[config.mk]
export PLATFORM = sky130hd
export DESIGN_NAME = fetch_queue_flat
export DESIGN_NICKNAME = d
export VERILOG_FILES = /design/src/rtl/fetch_queue_if.sv /design/src/rtl/fetch_queue.sv /design/src/flat_wrapper.sv
export SDC_FILE = /design/constraint.sdc
export NUM_CORES = 1
export LEC_CHECK = 0
export ABC_CLOCK_PERIOD_IN_PS = 3100
export CORE_UTILIZATION = 40
export CTS_CLUSTER_DIAMETER = 150
export CTS_CLUSTER_SIZE = 24
export DETAILED_ROUTE_END_ITERATION = 6
export GPL_TIMING_DRIVEN = 0
export HOLD_SLACK_MARGIN = 0.06
export PLACE_DENSITY = 0.7
export SYNTH_ARGS = -nofsm -noshare
export SYNTH_HDL_FRONTEND = slang
export SYNTH_SLANG_ARGS = --single-unit
[constraint.sdc]
create_clock -name clk -period 3.1 [get_ports clk]
set_clock_uncertainty 0.2 [all_clocks]
set_input_delay 0.62 -clock clk [delete_from_list [all_inputs] [get_ports clk]]
set_output_delay 0.62 -clock clk [all_outputs]
set_load 0.05 [all_outputs]
[src/rtl/fetch_queue_if.sv]
// Bundle of fetch-stage signals: instruction-memory request/response, redirect,
// and the instruction stream toward decode. The master modport is the fetch stage.
interface fetch_queue_if;
    logic        imem_req;
    logic [31:0] imem_addr;
    logic        imem_ready;
    logic        imem_rvalid;
    logic [31:0] imem_rdata;
    logic        redirect;
    logic [31:0] redirect_pc;
    logic        inst_valid;
    logic [31:0] inst;
    logic [31:0] inst_pc;
    logic        inst_ready;

    modport master (
        output imem_req, imem_addr, inst_valid, inst, inst_pc,
        input  imem_ready, imem_rvalid, imem_rdata, redirect, redirect_pc, inst_ready
    );

    modport slave (
        input  imem_req, imem_addr, inst_valid, inst, inst_pc,
        output imem_ready, imem_rvalid, imem_rdata, redirect, redirect_pc, inst_ready
    );
endinterface

[src/rtl/fetch_queue.sv]
// Instruction fetch: owns the PC, keeps one memory read in flight and queues
// returned words with their PCs for decode; a redirect flushes and restarts.
module fetch_queue #(
    parameter logic [31:0] RESET_PC = 32'h0000_0000,
    parameter int unsigned DEPTH    = 2
) (
    input  logic          clk,
    input  logic          rst,
    fetch_queue_if.master bus
);

    localparam int unsigned PTR_W = $clog2(DEPTH);
    localparam int unsigned CNT_W = PTR_W + 1;
    localparam logic [CNT_W-1:0] FULL_CNT = CNT_W'(DEPTH);

    typedef enum logic [1:0] {
        ST_IDLE = 2'd0,
        ST_WAIT = 2'd1,
        ST_DROP = 2'd2
    } state_t;

    state_t            state_q, state_d;
    logic [31:0]       pc_q, pc_d;
    logic [31:0]       req_pc_q, req_pc_d;
    logic [PTR_W-1:0]  wr_ptr_q, wr_ptr_d;
    logic [PTR_W-1:0]  rd_ptr_q, rd_ptr_d;
    logic [CNT_W-1:0]  count_q, count_d;
    logic [31:0]       mem_pc_q   [DEPTH];
    logic [31:0]       mem_inst_q [DEPTH];

    logic req_s;
    logic accept_s;
    logic push_s;
    logic pop_s;
    logic valid_s;

    // Requests are only issued with room left, so a response always fits even without a pop.
    assign valid_s  = (count_q != {CNT_W{1'b0}});
    assign req_s    = rst && !bus.redirect && (state_q == ST_IDLE) && (count_q < FULL_CNT);
    assign accept_s = req_s && bus.imem_ready;
    assign push_s   = (state_q == ST_WAIT) && bus.imem_rvalid && !bus.redirect;
    assign pop_s    = valid_s && bus.inst_ready && !bus.redirect;

    assign bus.imem_req   = req_s;
    assign bus.imem_addr  = pc_q;
    assign bus.inst_valid = valid_s;
    assign bus.inst       = mem_inst_q[rd_ptr_q];
    assign bus.inst_pc    = mem_pc_q[rd_ptr_q];

    // Next-state logic for PC, FSM and FIFO bookkeeping.
    always_comb begin
        state_d  = state_q;
        pc_d     = pc_q;
        req_pc_d = req_pc_q;
        wr_ptr_d = wr_ptr_q;
        rd_ptr_d = rd_ptr_q;
        count_d  = count_q;
        if (bus.redirect) begin
            pc_d     = bus.redirect_pc & 32'hFFFF_FFFC;
            count_d  = {CNT_W{1'b0}};
            wr_ptr_d = {PTR_W{1'b0}};
            rd_ptr_d = {PTR_W{1'b0}};
            case (state_q)
                ST_IDLE: state_d = ST_IDLE;
                ST_WAIT,
                ST_DROP: begin
                    if (bus.imem_rvalid) begin
                        state_d = ST_IDLE;
                    end else begin
                        state_d = ST_DROP;
                    end
                end
                default: state_d = ST_IDLE;
            endcase
        end else begin
            case (state_q)
                ST_IDLE: begin
                    if (accept_s) begin
                        req_pc_d = pc_q;
                        pc_d     = pc_q + 32'd4;
                        state_d  = ST_WAIT;
                    end else begin
                        state_d  = ST_IDLE;
                    end
                end
                ST_WAIT,
                ST_DROP: begin
                    if (bus.imem_rvalid) begin
                        state_d = ST_IDLE;
                    end else begin
                        state_d = state_q;
                    end
                end
                default: state_d = ST_IDLE;
            endcase
            if (push_s) begin
                wr_ptr_d = wr_ptr_q + {{(PTR_W-1){1'b0}}, 1'b1};
            end else begin
                wr_ptr_d = wr_ptr_q;
            end
            if (pop_s) begin
                rd_ptr_d = rd_ptr_q + {{(PTR_W-1){1'b0}}, 1'b1};
            end else begin
                rd_ptr_d = rd_ptr_q;
            end
            case ({push_s, pop_s})
                2'b10:   count_d = count_q + {{(CNT_W-1){1'b0}}, 1'b1};
                2'b01:   count_d = count_q - {{(CNT_W-1){1'b0}}, 1'b1};
                default: count_d = count_q;
            endcase
        end
    end

    // State registers and FIFO storage.
    always_ff @(posedge clk or negedge rst) begin
        if (!rst) begin
            state_q  <= ST_IDLE;
            pc_q     <= RESET_PC;
            req_pc_q <= 32'h0000_0000;
            wr_ptr_q <= {PTR_W{1'b0}};
            rd_ptr_q <= {PTR_W{1'b0}};
            count_q  <= {CNT_W{1'b0}};
            for (int i = 0; i < DEPTH; i++) begin
                mem_pc_q[i]   <= 32'h0000_0000;
                mem_inst_q[i] <= 32'h0000_0000;
            end
        end else begin
            state_q  <= state_d;
            pc_q     <= pc_d;
            req_pc_q <= req_pc_d;
            wr_ptr_q <= wr_ptr_d;
            rd_ptr_q <= rd_ptr_d;
            count_q  <= count_d;
            if (push_s) begin
                mem_pc_q[wr_ptr_q]   <= req_pc_q;
                mem_inst_q[wr_ptr_q] <= bus.imem_rdata;
            end
        end
    end

endmodule
[src/flat_wrapper.sv]
// flat-port wrapper written by rule: the top's interface ports become plain ports
module fetch_queue_flat 
#(
    parameter logic [31:0] RESET_PC = 32'h0000_0000,
    parameter int unsigned DEPTH    = 2
)
  (clk, rst, bus_imem_req, bus_imem_addr, bus_inst_valid, bus_inst, bus_inst_pc, bus_imem_ready, bus_imem_rvalid, bus_imem_rdata, bus_redirect, bus_redirect_pc, bus_inst_ready);
  fetch_queue_if bus_i ();
  input  logic clk;
  input  logic rst;
  output wire logic [$bits(bus_i.imem_req)-1:0] bus_imem_req;
  output wire logic [$bits(bus_i.imem_addr)-1:0] bus_imem_addr;
  output wire logic [$bits(bus_i.inst_valid)-1:0] bus_inst_valid;
  output wire logic [$bits(bus_i.inst)-1:0] bus_inst;
  output wire logic [$bits(bus_i.inst_pc)-1:0] bus_inst_pc;
  input wire logic [$bits(bus_i.imem_ready)-1:0] bus_imem_ready;
  input wire logic [$bits(bus_i.imem_rvalid)-1:0] bus_imem_rvalid;
  input wire logic [$bits(bus_i.imem_rdata)-1:0] bus_imem_rdata;
  input wire logic [$bits(bus_i.redirect)-1:0] bus_redirect;
  input wire logic [$bits(bus_i.redirect_pc)-1:0] bus_redirect_pc;
  input wire logic [$bits(bus_i.inst_ready)-1:0] bus_inst_ready;
  assign bus_imem_req = bus_i.imem_req;
  assign bus_imem_addr = bus_i.imem_addr;
  assign bus_inst_valid = bus_i.inst_valid;
  assign bus_inst = bus_i.inst;
  assign bus_inst_pc = bus_i.inst_pc;
  assign bus_i.imem_ready = bus_imem_ready;
  assign bus_i.imem_rvalid = bus_imem_rvalid;
  assign bus_i.imem_rdata = bus_imem_rdata;
  assign bus_i.redirect = bus_redirect;
  assign bus_i.redirect_pc = bus_redirect_pc;
  assign bus_i.inst_ready = bus_inst_ready;
  fetch_queue #(.RESET_PC(RESET_PC), .DEPTH(DEPTH)) u_core (.clk(clk), .rst(rst), .bus(bus_i));
endmodule
==> results of run 1 <==
worst max-delay path, delay by kind of cell:
family / cells / cell delay, ns
buf+inv: 4 / 1.99
simple gates: 4 / 0.59
what timing repair did:
| item | CTS | global route |
|---|---|---|
| endpoints found under the hold margin | 83 | 83 |
| setup endpoints to repair | 127 | 13 |
| resized for setup | 71 | 8 |
| cloned | 1 | 0 |
| buffers inserted | 0 | 0 |
routing by layer:
metal	global-route usage, %	up-vias	wire length [microns]
met5	0	-	0
met4	8.041	0	455
met3	3.580	29	1025
met2	31.20	183	9841
met1	28.55	3006	9865
li1	-	2836	-
sequential cells by signal, summed over array words and instances (netlist names):
register,cells
u_core.mem_pc_q,60
u_core.req_pc_q,30
u_core.mem_inst_q,64
u_core.wr_ptr_q,1
u_core.state_q,2
u_core.bus.imem_addr,30
u_core.count_q,2
u_core.rd_ptr_q,1
power by group through the flow:
| stage | Combinational [mW] | Sequential, mW | Clock (mW) |
|---|---|---|---|
| 3_5_place_dp | 2.47 | 3.16 | 0 |
| 5_1_grt | 2.42 | 3.17 | 2.28 |
| 4_1_cts | 2.32 | 3.11 | 2.18 |
| 3_3_place_gp | 2.46 | 3.14 | 0 |
| 6_report | 2.30 | 3.11 | 2.14 |
| 2_1_floorplan | 1.54 | 3.21 | 0 |
cell usage in the layout (no fill, tap or decap), types with 3 or more instances in the layout:
cell / n
clkinv_4: 4
ha_1: 3
o311ai_0: 5
xnor2_1: 4
buf_2: 6
clkbuf_2: 7
inv_6: 3
nand2_1: 111
xor2_1: 7
nand3_1: 10
inv_8: 4
nor2b_1: 6
conb_1: 4
nor2_1: 23
a21oi_1: 8
o21ai_0: 25
nand4_1: 18
o211ai_1: 3
clkbuf_1: 22
and3_1: 7
buf_4: 4
dlygate4sd2_1: 59
clkdlybuf4s50_1: 100
inv_1: 8
nor3_1: 4
dfrtp_1: 189
nor4_1: 5
a221o_1: 3
clkbuf_16: 17
a22oi_1: 3
mux2_2: 188
layout make-up:
class                           count  area [sq um]
Buffer                             42         195.2
Clock inverter                     13         121.4
Sequential cell                   190          4756
Clock buffer                       19         452.9
Tap cell                          270         337.8
Timing Repair Buffer              163          1603
Fill cell                        1808          9507
Multi-Input combinational cell    461          3557
Inverter                            8         30.03
kinds of logic after synthesis:
kind of cell | share of synthesized area [%]
simple gates | 10.54
flops | 55.88
mux | 24.88
compound gates | 4.574
buf+inv | 2.500
xor+xnor | 1.132
fa+ha+maj | 0.4412
other cells | 0.04408
final timing paths:
path / end / slack (ns) / cells after the start
min: u_core.req_pc_q[12] / -0.10 / 1
min in group clk: u_core.req_pc_q[21] / 0.30 / 2
max: u_core.req_pc_q[27] / 0.07 / 8
max reg2reg: u_core.req_pc_q[27] / 0.31 / 9
max in group asynchronous: u_core.req_pc_q[4] / 2.00 / 2
min reg2reg: u_core.req_pc_q[21] / 0.30 / 2
stage by stage:
step	utilization (%)	setup WS (ns)	instances	power, mW	instance area [sq um]
after global routing	53.76	0.02951	1166	7.871	11050
final	53.76	0.06562	1166	7.547	11050
after floorplan	-	0.4359	702	4.757	8519
after CTS	53.76	0.002920	1166	7.613	11050
after global placement	50.92	-7.749	1133	5.600	10470
after detailed placement	51.08	-0.6757	1134	5.626	10500
==> out/metrics.yaml, run 1 <==
yosys_most_used_dff: "dfrtp_1"
grt_pass1_vias: 6060
crit_type: "input port to flip-flop"
p_switching_mw: 2.756
p_sw_share_pct: 36.52
combPwrFrac_pct: 30.5
synth.most_common_cell: "dfrtp_1"
drv_cap: 0
first_pass_iters: 5
drt_wl_total_microns: 21190
path_max_fanout: 10
tns_ns: 0
cts_max_level: 4
ir_drop_mv: 0.3867
avgSynthCellArea_sq_um: 12.17
clkPwrFrac_pct: 28.3
synth_enable_flop_cells: 0
crit_path_start_kind: "input port"
ys_seq_elements: 190
dp_hpwl_microns: 14780
row_count: 52
dr.first_iter.drc_count: 356
via_count: 6054
die_h_microns: 147.8
synth_area_sq_um: 8508
grt_pass1_wl_microns: 33790
syn_inst: 699
cts_tree: "yes"
start_util_pct: 41.38
cts.sinks: 190
crit_top_cell: "nand2_1"
drv_slew: 0
p_seq_share_pct: 41.2
postRouteAntennaNets: 0
synthArstFlopShare_pct: 100.0
rsz0062_at_grt: "no"
p_int_mw: 4.790
synthTopCellsByCount: "190 x dfrtp_1, 188 x mux2_2, 111 x nand2_1"
fp.dieArea_sq_um: 21860
arrival_ns: 3.21
area_growth_pct: 29.91
slowest_stage: "clkdlybuf4s50_1"
yosysSeqAreaShare_pct: 55.88
setup_viol: 0
gr-total-overflow: 0
io_buffers: 161
yosys-top-cells-area: "dfrtp_1 56%, mux2_2 25%, nand2_1 4.9%"
power_leakage_nw: 5.223
fin_crit_sh_pct: 97.88
clk_pin_slew_ns: 0.07
hold_ws_ns: -0.1050
synth_area_leader_cell: "dfrtp_1"
post-route-drc-count: 0
gr-usage-all-layers_pct: 20.32
fin_crit_ns: 3.034
hold_viol_final: 83
fmax_mhz: 329.6
rr_startpoint: "u_core.state_q[0]"
violations: "negative hold slack"
worstPathCellList: "clkdlybuf4s50_1, and4bb_2, nand2_1, clkbuf_1, clkbuf_1, buf_1, nand2_1, nand2_1"
core_area_sq_um: 20560
tightest_slew_ns: 0.9175
drive_above_1_share_pct: 27.90
synth_cell_types: 44
post_drt_wl_per_cell_microns: 18.17
synth_top_cell_area_share_pct: 55.88
crit_start: "bus_redirect"
yosys_warnings: 0
status: "finished with violations"
clkLatencyLatePin_ns: 0.44
grt_max_degree: 86
diodes: 0
dieWidth_microns: 147.8
ios: 168
cts_inserted_buffers: 17
ctsRootBufferMaster: "clkbuf_16"
hold_class: "input port to asynchronous set/reset pin"
nNetsFinal: 956
cts_buffer_depth: 2
slowest_delay_ns: 0.62
relSlewSlack_pct: 38.27
avgViaCountPerCell: 5.192
antenna_found_initial: 0
required_ns: 3.27
place_congestion: 0.8393
cp-end-kind: "flip-flop"
powerDensity_nw_per_um2: 682.8
(Power assumes the default switching activity.)
==> run 2, diff against run 1 <==
CORE_UTILIZATION = 42   (was 40)
GPL_ROUTABILITY_DRIVEN = 0   (was not set)
PLACE_DENSITY = 0.69   (was 0.7)
==> out/metrics.yaml, run 2 (synthesized netlist as in run 1, its figures left out) <==
ir_drop_mv: 0.3936
slowest_delay_ns: 0.56
fin_area_sq_um: 11130
crit_family: "buffers and inverters"
die_h_microns: 144.3
cts_buffer_depth: 2
gr-total-overflow: 0
r2r_slack_ns: 0.43
ff2ff_path_depth: 6
area_growth_pct: 30.82
ios: 168
row_count: 51
path_buf_inv: 2
largest_register_ff_count: 64
post_drt_wl_per_cell_microns: 18.15
status: "finished clean"
required_ns: 2.28
first_pass_iters: 5
grt_max_degree: 75
path_max_fanout: 6
crit_type: "input port to primary output"
p_seq_share_pct: 41.0
final_cells: 1164
setup_viol: 0
regMostFlops: "u_core.mem_inst_q"
drive_above_1_share_pct: 27.92
p_int_mw: 4.831
nNetsFinal: 959
crit_start: "bus_redirect"
dieWidth_microns: 144.3
avgViaCountPerCell: 5.256
cp-end-kind: "primary output"
fp.dieArea_sq_um: 20830
grt_pass1_wl_microns: 33180
hold_ws_ns: 0.07049
fill_cells: 1748
fin_util_pct: 56.63
post-route-drc-count: 0
hold_class: "input port to asynchronous set/reset pin"
rsz0062_at_grt: "no"
relSlewSlack_pct: 34.03
via_count: 6118
preCtsSetupSlack_ns: -0.6761
hold_viol_final: 0
rr_startpoint: "u_core.bus.imem_addr[12]"
r2r_end: "u_core.bus.imem_addr[31]"
diodes: 0
ctsRootBufferMaster: "clkbuf_16"
worstPathCellList: "clkdlybuf4s50_1, and4bb_2, dlygate4sd2_1"
arrival_ns: 2.16
most-common-layout-cells: "189 x dfrtp_1, 188 x mux2_2, 111 x nand2_1, 100 x clkdlybuf4s50_1, 60 x dlygate4sd2_1"
io_buffers: 161
p_switching_mw: 2.758
fmax_mhz: 335.4
clkLatencyLatePin_ns: 0.43
crit_path_start_kind: "input port"
postRouteAntennaNets: 0
grt_pass1_vias: 6043
cts_tree: "yes"
cts_setup_buffers: 0
combPwrFrac_pct: 30.5
fin_crit_sh_pct: 96.18
gr-usage-all-layers_pct: 21.40
start_util_pct: 43.29
cts_max_level: 4
clk_pin_slew_ns: 0.07
cts_inserted_buffers: 17
drv_cap: 0
fin_crit_ns: 2.982
tightest_slew_ns: 0.9805
p_sw_share_pct: 36.34
powerDensity_nw_per_um2: 681.8
dp_hpwl_microns: 14680
reg_top3: "u_core.mem_inst_q: 64 flops, u_core.mem_pc_q: 60 flops"
critical_path.endpoint: "bus_imem_req"
dpl_cell_area_sq_um: 10500
drv_slew: 0
dr.first_iter.drc_count: 412
dp_cells: 1129
setup_ws_ns: 0.1183
power_leakage_nw: 5.261
fin_total_pwr_mw: 7.589
cts.sinks: 190
antenna_found_initial: 0
clkPwrFrac_pct: 28.5
drt_wl_total_microns: 21130
layout_commonest_cell: "dfrtp_1"
tns_ns: 0
cp.depth: 3
slowest_stage: "clkdlybuf4s50_1"
core_area_sq_um: 19650
## run 2: cell types whose count changed in the layout (fill, tap and decap cells not counted), moves of 2 or more
cell      previous run  this run
inv_6                3         7
clkinv_4             4         1
clkbuf_2             7         5
buf_16               1         4
clkbuf_8             2         0
clkinv_2             0         2
inv_8                4         2
## run 2: power groups by stage
stage / Clock (mW) / Sequential, mW / Combinational [mW]
2_1_floorplan: 0 / 3.21 / 1.54
3_3_place_gp: 0 / 3.15 / 2.45
3_5_place_dp: 0 / 3.16 / 2.47
4_1_cts: 2.20 / 3.11 / 2.34
5_1_grt: 2.29 / 3.17 / 2.45
6_report: 2.16 / 3.11 / 2.31
## run 2: tightest hold or removal path, delay by kind of cell
family | cells | cell delay, ns
buffers and inverters | 3 | 0.46
## run 2: what timing repair did
item                                    in CTS  in global routing
pin swaps                                    0                  0
gates cloned                                 1                  0
endpoints found under the setup margin      87                 55
resized for setup                           69                  6
hold endpoints to repair                    74                  0
hold buffers                                 3                  0
## run 2: layer usage
layer	vias up	wire [microns]	share of wire (%)	track usage [%]
li1	2846	-	-	-
met1	3086	9715	46	29.92
met2	169	10010	47	33.32
met3	17	1128	5.3	4.338
met4	0	274	1.3	6.814
met5	-	0	0	0
## run 2: worst min path at each step
stage	from	endpoint	slack (ns)	cells after the start
5_1_grt	rst	u_core.mem_pc_q[44]	0.1	3
3_5_place_dp	u_core.req_pc_q[13]	u_core.req_pc_q[13]	0.28	2
4_1_cts	rst	u_core.bus.imem_addr[6]	0.08	3
6_report	rst	u_core.bus.imem_addr[6]	0.07	3
2_1_floorplan	rst	u_core.bus.imem_addr[10]	0.12	0
3_3_place_gp	u_core.mem_inst_q[21]	u_core.mem_inst_q[21]	0.28	1
## run 2: layout make-up
class / count / area (sq um) / area share (%)
Tap cell: 265 / 331.6 / 2.979
Clock inverter: 15 / 147.6 / 1.326
Sequential cell: 190 / 4756 / 42.73
Timing Repair Buffer: 166 / 1689 / 15.18
Clock buffer: 17 / 425.4 / 3.822
Buffer: 42 / 193.9 / 1.742
Inverter: 8 / 30.03 / 0.2698
Multi-Input combinational cell: 461 / 3557 / 31.96
